File: config.mk
export PLATFORM = sky130hd
export DESIGN_NAME = vga_video_core
export DESIGN_NICKNAME = d
export VERILOG_FILES = /design/src/rtl/vga_pkg.sv /design/src/rtl/vga_sync_timer.sv /design/src/rtl/vga_video_core.sv
export SDC_FILE = /design/constraint.sdc
export NUM_CORES = 1
export LEC_CHECK = 0
export CORE_MARGIN = 1
export CORE_UTILIZATION = 45
export CTS_CLUSTER_SIZE = 30
export DETAILED_ROUTE_END_ITERATION = 6
export GPL_TIMING_DRIVEN = 0
export PLACE_DENSITY_LB_ADDON = 0.3
export SLEW_MARGIN = 0
export SYNTH_ARGS = -nofsm -noshare
export SYNTH_HDL_FRONTEND = slang
export SYNTH_SLANG_ARGS = --single-unit
File: constraint.sdc
create_clock -name iVGA_CLK -period 2.9 [get_ports iVGA_CLK]
set_clock_uncertainty 0.2 [all_clocks]
set_input_delay 0.58 -clock iVGA_CLK [delete_from_list [all_inputs] [get_ports iVGA_CLK]]
set_output_delay 0.58 -clock iVGA_CLK [all_outputs]
set_load 0.02 [all_outputs]
File: src/rtl/vga_pkg.sv
// Shared VGA 640x480@60 timing constants, palette indices/colours and bus types.
package vga_pkg;

    localparam int unsigned H_VISIBLE = 640;
    localparam int unsigned H_FRONT   = 16;
    localparam int unsigned H_SYNC    = 96;
    localparam int unsigned H_BACK    = 48;
    localparam int unsigned V_VISIBLE = 480;
    localparam int unsigned V_FRONT   = 10;
    localparam int unsigned V_SYNC    = 2;
    localparam int unsigned V_BACK    = 33;

    localparam int unsigned H_TOTAL      = H_VISIBLE + H_FRONT + H_SYNC + H_BACK;
    localparam int unsigned V_TOTAL      = V_VISIBLE + V_FRONT + V_SYNC + V_BACK;
    localparam int unsigned FRAME_PIXELS = H_VISIBLE * V_VISIBLE;

    localparam int unsigned ADDR_W  = 19;
    localparam int unsigned COLOR_W = 8;
    localparam int unsigned CHAN_W  = 8;

    localparam logic [COLOR_W-1:0] IDX_BOUNDARY = COLOR_W'(0);
    localparam logic [COLOR_W-1:0] IDX_SNAKE    = COLOR_W'(1);
    localparam logic [COLOR_W-1:0] IDX_GAMEOVER = COLOR_W'(2);
    localparam logic [COLOR_W-1:0] IDX_APPLE    = COLOR_W'(3);
    localparam logic [COLOR_W-1:0] IDX_BG       = COLOR_W'(4);

    typedef struct packed {
        logic [CHAN_W-1:0] r;
        logic [CHAN_W-1:0] g;
        logic [CHAN_W-1:0] b;
    } rgb_t;

    typedef struct packed {
        logic hs;
        logic vs;
        logic blank_n;
    } sync_t;

    localparam sync_t SYNC_IDLE    = '{hs: 1'b1, vs: 1'b1, blank_n: 1'b0};
    localparam rgb_t  RGB_BLACK    = '{r: 8'h00, g: 8'h00, b: 8'h00};
    localparam rgb_t  RGB_SNAKE    = '{r: 8'h00, g: 8'hFF, b: 8'h00};
    localparam rgb_t  RGB_GAMEOVER = '{r: 8'hFF, g: 8'h00, b: 8'h00};
    localparam rgb_t  RGB_APPLE    = '{r: 8'hFF, g: 8'h40, b: 8'h40};
    localparam rgb_t  RGB_BG       = '{r: 8'h20, g: 8'h20, b: 8'h20};

endpackage

File: src/rtl/vga_sync_timer.sv
// Horizontal/vertical pixel counters decoding raw (undelayed) HS, VS and BLANK_n.
module vga_sync_timer
    import vga_pkg::*;
#(
    parameter int unsigned H_VIS = H_VISIBLE,
    parameter int unsigned H_FP  = H_FRONT,
    parameter int unsigned H_SP  = H_SYNC,
    parameter int unsigned H_BP  = H_BACK,
    parameter int unsigned V_VIS = V_VISIBLE,
    parameter int unsigned V_FP  = V_FRONT,
    parameter int unsigned V_SP  = V_SYNC,
    parameter int unsigned V_BP  = V_BACK
) (
    input  logic  clk_i,
    input  logic  rst_n_i,
    output sync_t raw_sync_c_o
);

    localparam int unsigned H_TOT    = H_VIS + H_FP + H_SP + H_BP;
    localparam int unsigned V_TOT    = V_VIS + V_FP + V_SP + V_BP;
    localparam int unsigned HW       = $clog2(H_TOT);
    localparam int unsigned VW       = $clog2(V_TOT);
    localparam int unsigned H_ACT_LO = H_SP + H_BP;
    localparam int unsigned H_ACT_HI = H_ACT_LO + H_VIS;
    localparam int unsigned V_ACT_LO = V_SP + V_BP;
    localparam int unsigned V_ACT_HI = V_ACT_LO + V_VIS;

    logic [HW-1:0] h_cnt_q, h_cnt_d;
    logic [VW-1:0] v_cnt_q, v_cnt_d;

    // Line counter wraps at H_TOT; frame counter advances on each line wrap.
    always_comb begin
        h_cnt_d = h_cnt_q + HW'(1);
        v_cnt_d = v_cnt_q;
        if (h_cnt_q == HW'(H_TOT - 1)) begin
            h_cnt_d = '0;
            if (v_cnt_q == VW'(V_TOT - 1)) begin
                v_cnt_d = '0;
            end else begin
                v_cnt_d = v_cnt_q + VW'(1);
            end
        end
    end

    always_ff @(posedge clk_i or negedge rst_n_i) begin
        if (!rst_n_i) begin
            h_cnt_q <= '0;
            v_cnt_q <= '0;
        end else begin
            h_cnt_q <= h_cnt_d;
            v_cnt_q <= v_cnt_d;
        end
    end

    // Sync pulses sit at the start of each line/frame, followed by back porch then video.
    always_comb begin
        raw_sync_c_o.hs      = (h_cnt_q >= HW'(H_SP));
        raw_sync_c_o.vs      = (v_cnt_q >= VW'(V_SP));
        raw_sync_c_o.blank_n = (h_cnt_q >= HW'(H_ACT_LO)) && (h_cnt_q < HW'(H_ACT_HI)) &&
                               (v_cnt_q >= VW'(V_ACT_LO)) && (v_cnt_q < VW'(V_ACT_HI));
    end

endmodule

File: src/rtl/vga_video_core.sv
// VGA timing core: pixel address generation, 2-stage palette pipeline and sync delay matched to it.
module vga_video_core
    import vga_pkg::*;
#(
    parameter int unsigned H_VIS = H_VISIBLE,
    parameter int unsigned H_FP  = H_FRONT,
    parameter int unsigned H_SP  = H_SYNC,
    parameter int unsigned H_BP  = H_BACK,
    parameter int unsigned V_VIS = V_VISIBLE,
    parameter int unsigned V_FP  = V_FRONT,
    parameter int unsigned V_SP  = V_SYNC,
    parameter int unsigned V_BP  = V_BACK
) (
    input  logic                iVGA_CLK,
    input  logic                iRST_n,
    input  logic [COLOR_W-1:0]  color_index,
    output logic [ADDR_W-1:0]   oADDR,
    output logic                oHS,
    output logic                oVS,
    output logic                oBLANK_n,
    output logic [CHAN_W-1:0]   r_data,
    output logic [CHAN_W-1:0]   g_data,
    output logic [CHAN_W-1:0]   b_data
);

    sync_t              raw_c;
    sync_t              sync_d1_q;
    sync_t              sync_q;
    logic [ADDR_W-1:0]  addr_q, addr_d;
    logic [COLOR_W-1:0] idx_q;
    rgb_t               pal_c;
    rgb_t               rgb_q, rgb_d;

    vga_sync_timer #(
        .H_VIS (H_VIS), .H_FP (H_FP), .H_SP (H_SP), .H_BP (H_BP),
        .V_VIS (V_VIS), .V_FP (V_FP), .V_SP (V_SP), .V_BP (V_BP)
    ) u_timer (
        .clk_i        (iVGA_CLK),
        .rst_n_i      (iRST_n),
        .raw_sync_c_o (raw_c)
    );

    // Address clears in the hsync/vsync overlap and counts only visible pixels.
    always_comb begin
        addr_d = addr_q;
        if (!raw_c.hs && !raw_c.vs) begin
            addr_d = '0;
        end else if (raw_c.blank_n) begin
            addr_d = addr_q + ADDR_W'(1);
        end
    end

    always_comb begin
        pal_c = RGB_BLACK;
        case (idx_q)
            IDX_BOUNDARY: pal_c = RGB_BLACK;
            IDX_SNAKE:    pal_c = RGB_SNAKE;
            IDX_GAMEOVER: pal_c = RGB_GAMEOVER;
            IDX_APPLE:    pal_c = RGB_APPLE;
            IDX_BG:       pal_c = RGB_BG;
            default:      pal_c = RGB_BLACK;
        endcase
    end

    // Blank gating uses the sync stage that moves into the output register with this colour.
    always_comb begin
        rgb_d = RGB_BLACK;
        if (sync_d1_q.blank_n) begin
            rgb_d = pal_c;
        end
    end

    always_ff @(posedge iVGA_CLK or negedge iRST_n) begin
        if (!iRST_n) begin
            addr_q    <= '0;
            idx_q     <= '0;
            rgb_q     <= RGB_BLACK;
            sync_d1_q <= SYNC_IDLE;
            sync_q    <= SYNC_IDLE;
        end else begin
            addr_q    <= addr_d;
            idx_q     <= color_index;
            rgb_q     <= rgb_d;
            sync_d1_q <= raw_c;
            sync_q    <= sync_d1_q;
        end
    end

    assign oADDR    = addr_q;
    assign oHS      = sync_q.hs;
    assign oVS      = sync_q.vs;
    assign oBLANK_n = sync_q.blank_n;
    assign r_data   = rgb_q.r;
    assign g_data   = rgb_q.g;
    assign b_data   = rgb_q.b;

endmodule

; ---- After elaboration in Yosys (flattened, before gate mapping)
; Index checks and enable logic that the tools add are counted.
[totals]
word_cells = 41
input_bits = 10
out_inout_bits = 46
register_bits = 77
[op_classes]
n_reduce_logical = 7
mux = 6
eq_ne = 6
add_sub_neg = 3
n_lt_le_gt_ge = 6
[ops]
columns = operator, count
row1 = 24-bit case mux with 4 select lines, 1
row2 = 19-bit 2-to-1 mux, 2
row3 = 24-bit 2-to-1 mux, 1
row4 = "10-bit by 1-bit adder with 10-bit output, second input constant", 2
row5 = "10-bit == test, second input constant", 2
row6 = "10-bit < comparator, second input constant", 2
row7 = 10-bit 2-to-1 mux, 2
row8 = "19-bit by 1-bit adder with 19-bit output, second input constant", 1
row9 = "8-bit by 2-bit == test with 1-bit output, second input constant", 2
row10 = "10-bit by 2-bit >= comparator with 1-bit output, second input constant", 1
row11 = "10-bit by 6-bit >= comparator with 1-bit output, second input constant", 1
row12 = "10-bit by 7-bit >= comparator with 1-bit output, second input constant", 1
row13 = "10-bit by 8-bit >= comparator with 1-bit output, second input constant", 1
row14 = "8-bit by 1-bit == test with 1-bit output, second input constant", 1
row15 = "8-bit by 3-bit == test with 1-bit output, second input constant", 1
row16 = 1-bit logical AND, 4
row17 = 1-bit logical NOT, 2
row18 = 2-bit nonzero test, 1

; ---- Logic depth before layout (Yosys ltp)
; Gate-level depths: netlist of run 1.
[depth]
depth_word = 6
mapped_depth = 8
depth_no_buf = 7

; ---- Cells and area by module
; From an unflattened synthesis of run 1, not the netlist that was laid out.
[unflattened]
hier_cells = 259
hier_area_um2 = 2840.2
[by_module_without_submodules]
columns = mod, instances, cells_per_inst, area_each_um2
row1 = vga_video_core, 1, 146, 1682.9
row2 = vga_sync_timer, 1, 113, 1157.4

; ---- Worst setup path before layout of run 1
; No wires, ideal clock.
[synth_path]
kind = reg2reg
from = register u_timer.h_cnt_q[6]
to = register addr_q[17], in the netlist oADDR[17]
setup_slack_ns = 0.639
path_buffers = 2
synth_period_minus_slack_ns = 2.261
stages_incl_launch_ff = 8
t_arrival_ns = 1.983
setup_ns = 0.077
path_cell_list = dfrtp_1 -> buf_6 -> o41a_1 -> a22oi_2 -> o21ai_2 -> buf_6 -> or4_1 -> a21oi_1
[synth_between]
elab_chain_cells = 5
[synth_lines]
columns = item, line_no
row1 = from (decl), vga_sync_timer.sv:28  ; logic [HW-1:0] h_cnt_q, h_cnt_d;
row2 = from (signal assigned), vga_sync_timer.sv:50  ; h_cnt_q <= h_cnt_d;
row3 = 10-bit by 8-bit >= comparator with 1-bit output / 10-bit < comparator (equally long branches), vga_sync_timer.sv:59  ; raw_sync_c_o.blank_n = (h_cnt_q >= HW'(H_ACT_LO)) && (h_cnt_q < HW'(H_ACT_HI)) &&
row4 = 1-bit logical AND (2 in a row), vga_sync_timer.sv:59
row5 = 1-bit logical AND, vga_sync_timer.sv:60  ; (v_cnt_q >= VW'(V_ACT_LO)) && (v_cnt_q < VW'(V_ACT_HI));
row6 = 2-bit nonzero test (no line), n/a
row7 = to (signal assigned), vga_video_core.sv:81  ; addr_q <= addr_d;
row8 = to (decl), vga_video_core.sv:29  ; logic [ADDR_W-1:0] addr_q, addr_d;
; Parallel ways exist; a longest one is shown, timed or not.
; A chain may end at the register's enable or synchronous reset.

==> results.md, run 1 <==
* Status: finished, violations left
* Failing checks: hold timing
* Avg Synthesized Cell Area at 10.2 sq um
* Core ar. at 6030 sq um
* Met2 Wirelength at 2720 microns
* Number of synthesized flops with an enable pin at 0
* Dpl cells at 412
* Post-route DRC at 0
* Critical path data arrival time at 2.63 ns
* Max layer used: met4
* Routed WL at 5720 microns
* Die Ht at 81.9 microns
* CP Launch Type: flop
* Post-Route M1 WL at 2580 microns
* CTS root buf: clkbuf_8
* Static leakage at 1.55 nW
* Nets at 364
* Total CTS buffers at 9
* Synth Warn # at 0
* CTS tree: built
* Clock Latency Late Sink at 0.34 ns
* Setup TNS at 0 ns
* Post-DP Area at 3490 sq um
* Slew @ Worst Pin at 0.877 ns
* Synth-to-Final Area Change at 29.3%
* 1st-pass router iterations at 4
* Synth top area share at 0.488
* Gpl congestion at 0.791
* H-tree depth at 3
* Top post-synthesis cells by area: dfrtp_1, buf_4, o31ai_1, dfstp_2, nor2_1
* Post-Syn Area at 2870 sq um
* Non-Filler Instances at 428
* Total track usage at 0.187
* Proportion of layout cells with a drive suffix above 1 at 0.139
* Clk sinks at 60
* Die ar. at 6710 sq um
* Syn Inst Count at 282
* Vias post-DR at 2293
* VDD IR max at 0.000270 V
* Vias per cell at 5.36
* Peak Freq at 382 MHz
* Initial DRC count at 151
* WP data required at 2.91 ns
* Top-count cell post-synth: dfrtp_1
* Vias in the first global route at 2100
* CTS max path bufs at 2
* R2R Path Start: u_timer.v_cnt_q[2]
* RSZ-0062 raised after global routing: no
* Power after layout at 1.72 mW
* Wire length of the first global-routing pass at 9380 microns
* Min Hold Slack at -0.00136 ns
* Post-synthesis register bit count at 60
* Crit Path Max Fanout at 10
* CP endpoint kind: flop
* Yosys top cell by area: dfrtp_1
* Post-synth top cells: dfrtp_1, nor2_1, nand2_1
* Final Hold Vio Count at 2
* Sequential-to-total area share from yosys stat at 0.524
* Detailed Place HPWL at 4000 microns
* Top_reg_cell synth: dfrtp_1
* Fin crit period at 2.62 ns
* Largest net degree at the start of global routing at 40
* Met3 routed wirelength at 332 microns
* Worst Hold Class: input pin to asynchronous set/reset pin
* Max cap viols at 0
* Fin area at 3720 sq um
* Slew headroom at 0.414
* Total grt overflow at 0
* Die width at 81.9 microns
* Port buffer count at 49
* Final core occ at 0.617
* WL per Instance at 13.4 microns
* Power Density at 462 nW/um^2
* Max-slew violation count at 0
* I/O pins at 56
* Starting Density at 0.477
* Post-synth cell types at 47
* Setup CP Type: flop to flop
* Row count at 28
* Period utilization at 0.904
* Post-route ant nets at 0
* Finish-stage setup viols at 0
* Antenna violations before repair at 0
* CP startpoint: u_timer.v_cnt_q[2]
* Diodes inserted at 0
* CTS clk-pin slew, worst paths at 0.07 ns
* FFs w/ async S/R, synth at 1.00
==> per-stage QoR <==
step,setup slack [ns],hold slack (ns)
finish,0.279,-0.00136
CTS,0.178,0.0142
global route,0.0864,0.0176
detailed placement,0.226,0.151
global placement,-0.874,0.146
floorplan,0.639,0.0844
==> area by class of cell <==
cell class / count / area (sq um)
fillers: 485 / 2310
flip-flops and latches: 60 / 1510
multi-input cells: 187 / 1160
repair buffers: 50 / 505
plain buffers: 27 / 185
clock buffers: 12 / 145
well taps: 75 / 93.8
clock inverters: 4 / 72.6
inverters: 13 / 48.8
==> metal layers <==
metal | global-route usage | vias to the layer above
met2 | 0.297 | 64
met4 | 0.0912 | 0
met1 | 0.227 | 1095
met5 | 0 | -
li1 | - | 1126
met3 | 0.0644 | 8
==> repair_timing <==
action                     4_1_cts  5_1_grt
gates resized for setup          0        1
setup endpoints to repair        0       10
setup buffers                    0        0
hold buffers                     0        0
==> critical path, cell delays in order (launching register included) <==
cell	delay, ns
dfrtp_1	0.37
clkbuf_1	0.18
or4_1	0.57
nor4b_2	0.36
inv_1	0.11
nor2_1	0.33
buf_2	0.31
a21oi_1	0.07
==> cell families after synthesis <==
group           after synthesis  share of synthesized area
mux                           3                     0.0104
fa+ha+maj                     6                     0.0261
buf+inv                      40                     0.0814
simple gates                106                      0.198
compound gates               56                      0.128
other cells                   1                    0.00130
flops                        60                      0.524
xor+xnor                     10                     0.0305
==> registers in the layout (all words and copies together) (netlist names) <==
name,flops
oADDR,19
u_timer.h_cnt_q,10
u_timer.v_cnt_q,10
idx_q,8
g_data,3
sync_d1_q,3
b_data,2
r_data,2
oBLANK_n,1
oHS,1
oVS,1
==> power by group <==
group	total, mW	leakage (nW)	internal, mW	switching (mW)
Sequential	0.846	0.791	0.843	0.00273
Combinational	0.0470	0.652	0.0200	0.0270
Clock	0.822	0.107	0.506	0.316
==> final timing paths <==
check,end,slack [ns],depth (start not counted)
min in group iVGA_CLK,oHS,0.16,0
min reg2reg,oHS,0.16,0
min,oADDR[17],-0.001,1
max reg2reg,oADDR[13],0.28,7
max in group asynchronous,sync_d1_q[1],1.86,2
max,oADDR[13],0.28,7
==> placed cells by master, fill, tap and decap left out, types with 6 or more instances in the layout <==
cell type / n
a21oi_1: 13
buf_4: 17
clkbuf_8: 10
clkdlybuf4s50_1: 48
conb_1: 6
dfrtp_1: 56
ha_1: 6
inv_1: 12
nand2_1: 19
nand3_1: 15
nand4_1: 9
nor2_1: 21
nor3_1: 7
o21ai_0: 13
o31ai_1: 15
or4_1: 10
(Power assumes the default switching activity.)
==> inputs of run 2 (changes only) <==
--- a/config.mk
+++ b/config.mk
@@ -10,7 +10,7 @@
 export CTS_CLUSTER_SIZE = 30
 export DETAILED_ROUTE_END_ITERATION = 6
 export GPL_TIMING_DRIVEN = 0
-export PLACE_DENSITY_LB_ADDON = 0.3
+export PLACE_DENSITY = 0.71
 export SLEW_MARGIN = 0
 export SYNTH_ARGS = -nofsm -noshare
 export SYNTH_HDL_FRONTEND = slang
==> run 2 against run 1 <==
Clock power decreased by 12%; design area decreased by 0.74%; count of clock-buffer cells in the layout decreased by 1; power decreased by 5.6%; die area unchanged; combinational power about the same; maximum frequency increased by 0.98%; the run now ends clean; critical path type unchanged.
==> results.md, run 2 (synthesis gave the netlist of run 1 again) <==
* Status: finished clean
* CP startpoint: u_timer.v_cnt_q[0]
* Core ar. at 6030 sq um
* Max reg flops at 19
* Filler cells at 509
* Post-CTS setup buffers at 0
* Post-DP Area at 3490 sq um
* R2R Path Start: u_timer.v_cnt_q[0]
* Post-route DRC at 0
* Total track usage at 0.195
* Commonest non-fill, non-tap cells in the layout: dfrtp_1, clkdlybuf4s50_1, nor2_1
* Fin crit period at 2.60 ns
* Reg area at 1510 sq um
* Initial DRC count at 135
* CTS max path bufs at 2
* Vias in the first global route at 2103
* Largest net degree at the start of global routing at 34
* Dpl cells at 412
* Routed WL at 5770 microns
* RSZ-0062 raised after global routing: no
* Min Hold Slack at 0.0625 ns
* WP data required at 2.97 ns
* Critical path data arrival time at 2.67 ns
* CTS clk-pin slew, worst paths at 0.07 ns
* Fin area at 3690 sq um
* Met1 global-route usage at 0.242
* Slew headroom at 0.420
* WL per Instance at 13.5 microns
* Setup TNS at 0 ns
* Slew @ Worst Pin at 0.868 ns
* Nets at 364
* Gpl congestion at 0.810
* Vias per cell at 5.32
* Max cap viols at 0
* Period utilization at 0.895
* Worst setup margin at 0.305 ns
* CTS root buf: clkbuf_8
* Non-Filler Instances at 428
* Worst path slowest cell: dfrtp_1
* Met2 Usage GRT at 0.302
* CP endpoint kind: flop
* Area occupied by multi-input gates at 1150 sq um
* Wire length of the first global-routing pass at 9630 microns
* Setup CP Type: flop to flop
* Clk sinks at 60
* VDD IR max at 0.000314 V
* Post-route ant nets at 0
* Worst Hold Class: input pin to asynchronous set/reset pin
* CTS tree: built
* Die Ht at 81.9 microns
* Die ar. at 6710 sq um
* Post-place setup slack at 0.227 ns
* Diodes inserted at 0
* 1st-pass router iterations at 4
* Finish-stage setup viols at 0
* Row count at 28
* I/O pins at 56
* Power Density at 439 nW/um^2
* R2R cell count at 8
* Proportion of layout cells with a drive suffix above 1 at 0.142
* Max-slew violation count at 0
* Critical Path Max Stage Delay at 0.44 ns
* Crit Path Max Fanout at 10
* Most Used Layer, Global Route: met2
* CP Launch Type: flop
* Die width at 81.9 microns
* Port buffer count at 49
* Final Hold Vio Count at 0
* Detailed Place HPWL at 4050 microns
* Total CTS buffers at 9
* Commonest non-fill, non-tap cell in the layout: dfrtp_1
* Cells along the critical path: ha_1 > nor4_1 > o22ai_1 > o21ai_2 > buf_6 > clkinv_1 > nand4_1 > mux2i_1
* Met3 GRT Util at 0.0733
* Starting Density at 0.477
* Static leakage at 1.54 nW
* H-tree depth at 3
* Antenna violations before repair at 0
* Synth-to-Final Area Change at 28.3%
* Clock Latency Late Sink at 0.34 ns
* Power after layout at 1.62 mW
* Final core occ at 0.612
* Peak Freq at 385 MHz
* Vias post-DR at 2279
* Total grt overflow at 0
==> run 2: cell types whose count changed in the layout (fill, tap and decap cells not counted), sizes merged <==
cell / before / now
clkinv: 2 / 4
clkbuf: 15 / 14
bufinv: 2 / 1
==> run 2: worst paths after layout <==
kind                              to  slack (ns)
setup / recovery            oADDR[3]        0.30
hold / removal             oADDR[16]        0.06
setup reg to reg            oADDR[3]        0.30
hold reg to reg                  oVS        0.16
max in group asynchronous        oHS        1.76
min in group iVGA_CLK            oVS        0.16
==> run 2: cell type report <==
type | count | share of cell area
clock inverter | 5 | 0.0142
sequential | 60 | 0.408
buffer | 27 | 0.0502
timing repair buffer | 50 | 0.137
multi-input combinational | 187 | 0.313
tap | 75 | 0.0254
inverter | 13 | 0.0132
clock buffer | 11 | 0.0383
==> run 2: worst max-delay path, delay by kind of cell (launching register included) <==
kind                     cells  cell delay, ns
AO/OA/AOI/OAI                2            0.57
adder cells (fa/ha/maj)      1            0.28
buffers and inverters        2            0.41
flip-flops                   1            0.44
multiplexers                 1            0.19
AND/OR/NAND/NOR              2            0.44
==> run 2: timing repair <==
action,CTS,global route
hold buffers,0,0
endpoints found under the setup margin,0,1
gates resized for setup,0,1
==> run 2: layer usage <==
metal  vias to the layer above  share of wire
met3                        10          0.052
met4                         0          0.015
li1                       1132              -
met2                        57           0.48
met5                         -              0
met1                      1080           0.46
==> run 2: where the power goes <==
group / total (mW) / internal, mW / switching (mW)
combinational: 0.0473 / 0.0200 / 0.0273
clock: 0.727 / 0.415 / 0.311
sequential: 0.846 / 0.843 / 0.00270
==> inputs of run 3 (changes only) <==
--- a/config.mk
+++ b/config.mk
@@ -11,6 +11,7 @@
 export DETAILED_ROUTE_END_ITERATION = 6
 export GPL_TIMING_DRIVEN = 0
 export PLACE_DENSITY = 0.71
+export REMOVE_ABC_BUFFERS = 1
 export SLEW_MARGIN = 0
 export SYNTH_ARGS = -nofsm -noshare
 export SYNTH_HDL_FRONTEND = slang
==> run 3 against run 2 <==
Count of clock-buffer cells in the layout fell by 2; routed wire length fell by 0.43%; non-clock buffer count fell by 27; die area did not move; design area fell by 2.4%; first-iteration DRC count rose by 8.1%; power rose by 17%; worst hold slack improved by 0.044 ns; critical endpoint is now u_timer.v_cnt_q[5]; largest cell class unchanged.
==> results.md, run 3 (synthesis gave the netlist of run 1 again) <==
* Status: finished clean
* Critical path data arrival time at 2.58 ns
* Min Hold Slack at 0.106 ns
* Crit path capture: u_timer.v_cnt_q[5]
* Total grt overflow at 0
* Final Hold Vio Count at 0
* Max reg flops at 19
* Total CTS buffers at 9
* Die width at 81.9 microns
* Row count at 28
* Period utilization at 0.883
* Non-Filler Instances at 402
* Port buffer count at 49
* Diodes inserted at 0
* R2R Path Start: u_timer.h_cnt_q[0]
* Dpl cells at 385
* Gpl congestion at 0.816
* Wire length of the first global-routing pass at 9250 microns
* Die Ht at 81.9 microns
* Commonest non-fill, non-tap cell in the layout: dfrtp_1
* Core ar. at 6030 sq um
* CP Launch Type: flop
* RSZ-0062 raised after global routing: no
* Total track usage at 0.184
* Static leakage at 1.45 nW
* R2R cell count at 6
* Max-slew violation count at 0
* Power Density at 527 nW/um^2
* Finish-stage setup viols at 0
* Fin crit period at 2.56 ns
* Cells along the critical path: ha_1 > and4_1 > nand3_1 > nor3b_2 > nand2b_1 > o41ai_1
* Crit Path Max Fanout at 11
* Vias post-DR at 2221
* Detailed Place HPWL at 3760 microns
* Vias in the first global route at 1988
* Worst Hold Class: input pin to asynchronous set/reset pin
* VDD IR max at 0.000372 V
* Clk sinks at 60
* R2r setup slk at 0.34 ns
* CTS tree: built
* Routed WL at 5750 microns
* Filler cells at 525
* Initial DRC count at 146
* CTS max path bufs at 2
* Max cap viols at 0
* WP data required at 2.92 ns
* I/O pins at 56
* Setup CP Type: flop to flop
* Proportion of layout cells with a drive suffix above 1 at 0.0917
* Critical R2R Capture: u_timer.v_cnt_q[5]
* Worst path slowest cell: nor3b_2
* CTS clk-pin slew, worst paths at 0.07 ns
* Slew headroom at 0.465
* Antenna violations before repair at 0
* Slew @ Worst Pin at 0.800 ns
* WL per Instance at 14.3 microns
* Hold Buf Count CTS at 0
* Setup TNS at 0 ns
* Synth-to-Final Area Change at 25.3%
* Vias per cell at 5.52
* Post-route ant nets at 0
* Peak Freq at 391 MHz
* CP endpoint kind: flop
* CP startpoint: u_timer.h_cnt_q[0]
* Nets at 338
* Critical Path Max Stage Delay at 0.57 ns
* Starting Density at 0.477
* Post-CTS setup buffers at 0
* H-tree depth at 3
* Post-route DRC at 0
* CTS root buf: clkbuf_8
* Commonest non-fill, non-tap cells in the layout: dfrtp_1, clkdlybuf4s50_1, nor2_1
* Clock Latency Late Sink at 0.34 ns
* 1st-pass router iterations at 4
* Largest net degree at the start of global routing at 34
* Die ar. at 6710 sq um
-- run 3: cell types whose count changed in the layout (fill, tap and decap cells not counted), moves of 2 or more --
cell       delta
clkinv_4      +2
clkbuf_1      -4
bufinv_16     +3
buf_6         -2
buf_4        -17
clkinv_2      -3
buf_2         -4
-- run 3: worst min-delay path by stage --
stage                                     to  slack [ns]  cells after the start
after floorplan                    b_data[5]        0.08                      0
after global placement                   oVS        0.15                      0
after detailed placement                 oHS        0.15                      0
after CTS                 u_timer.v_cnt_q[3]        0.13                      1
after global routing                     oHS        0.15                      0
final                     u_timer.v_cnt_q[7]        0.11                      1
-- run 3: power breakdown --
| group | leakage (nW) | switching [mW] | total (mW) | internal [mW] |
|---|---|---|---|---|
| registers | 0.791 | 0.00270 | 0.845 | 0.842 |
| logic | 0.528 | 0.0261 | 0.0407 | 0.0146 |
| clock network | 0.134 | 0.350 | 1.01 | 0.663 |
-- run 3: what timing repair did --
item | CTS | global route
gates cloned | 0 | 1
gates resized for setup | 2 | 1
setup endpoints to repair | 10 | 9
pin swaps | 0 | 1
-- run 3: critical path, delay by kind of cell (launching register included) --
kind,cells,cell delay (ns)
adder cells (fa/ha/maj),1,0.22
AO/OA/AOI/OAI,1,0.39
flip-flops,1,0.41
AND/OR/NAND/NOR,4,1.22
-- run 3: through the flow --
stage          power [mW]  utilization  area (sq um)  setup slack (ns)
2_1_floorplan       0.871            -          2710             0.353
3_3_place_gp        0.901        0.546          3290            -0.891
3_5_place_dp        0.903        0.549          3310            -0.209
4_1_cts              1.92        0.596          3590             0.101
5_1_grt              1.96        0.598          3600            0.0749
6_report             1.90        0.598          3600             0.340
-- run 3: cell type report --
class,count,area (sq um),share of cell area
clock buffers,9,124,0.0344
well taps,75,93.8,0.0261
flip-flops and latches,60,1510,0.418
inverters,13,48.8,0.0136
multi-input cells,188,1180,0.327
clock inverters,7,146,0.0407
repair buffers,50,505,0.140
-- run 3: routing by layer --
metal,part of all wire,track usage,wire length [microns]
met2,0.47,0.297,2720
met5,0,0,0
met1,0.47,0.230,2680
met3,0.047,0.0533,270
met4,0.014,0.0737,79
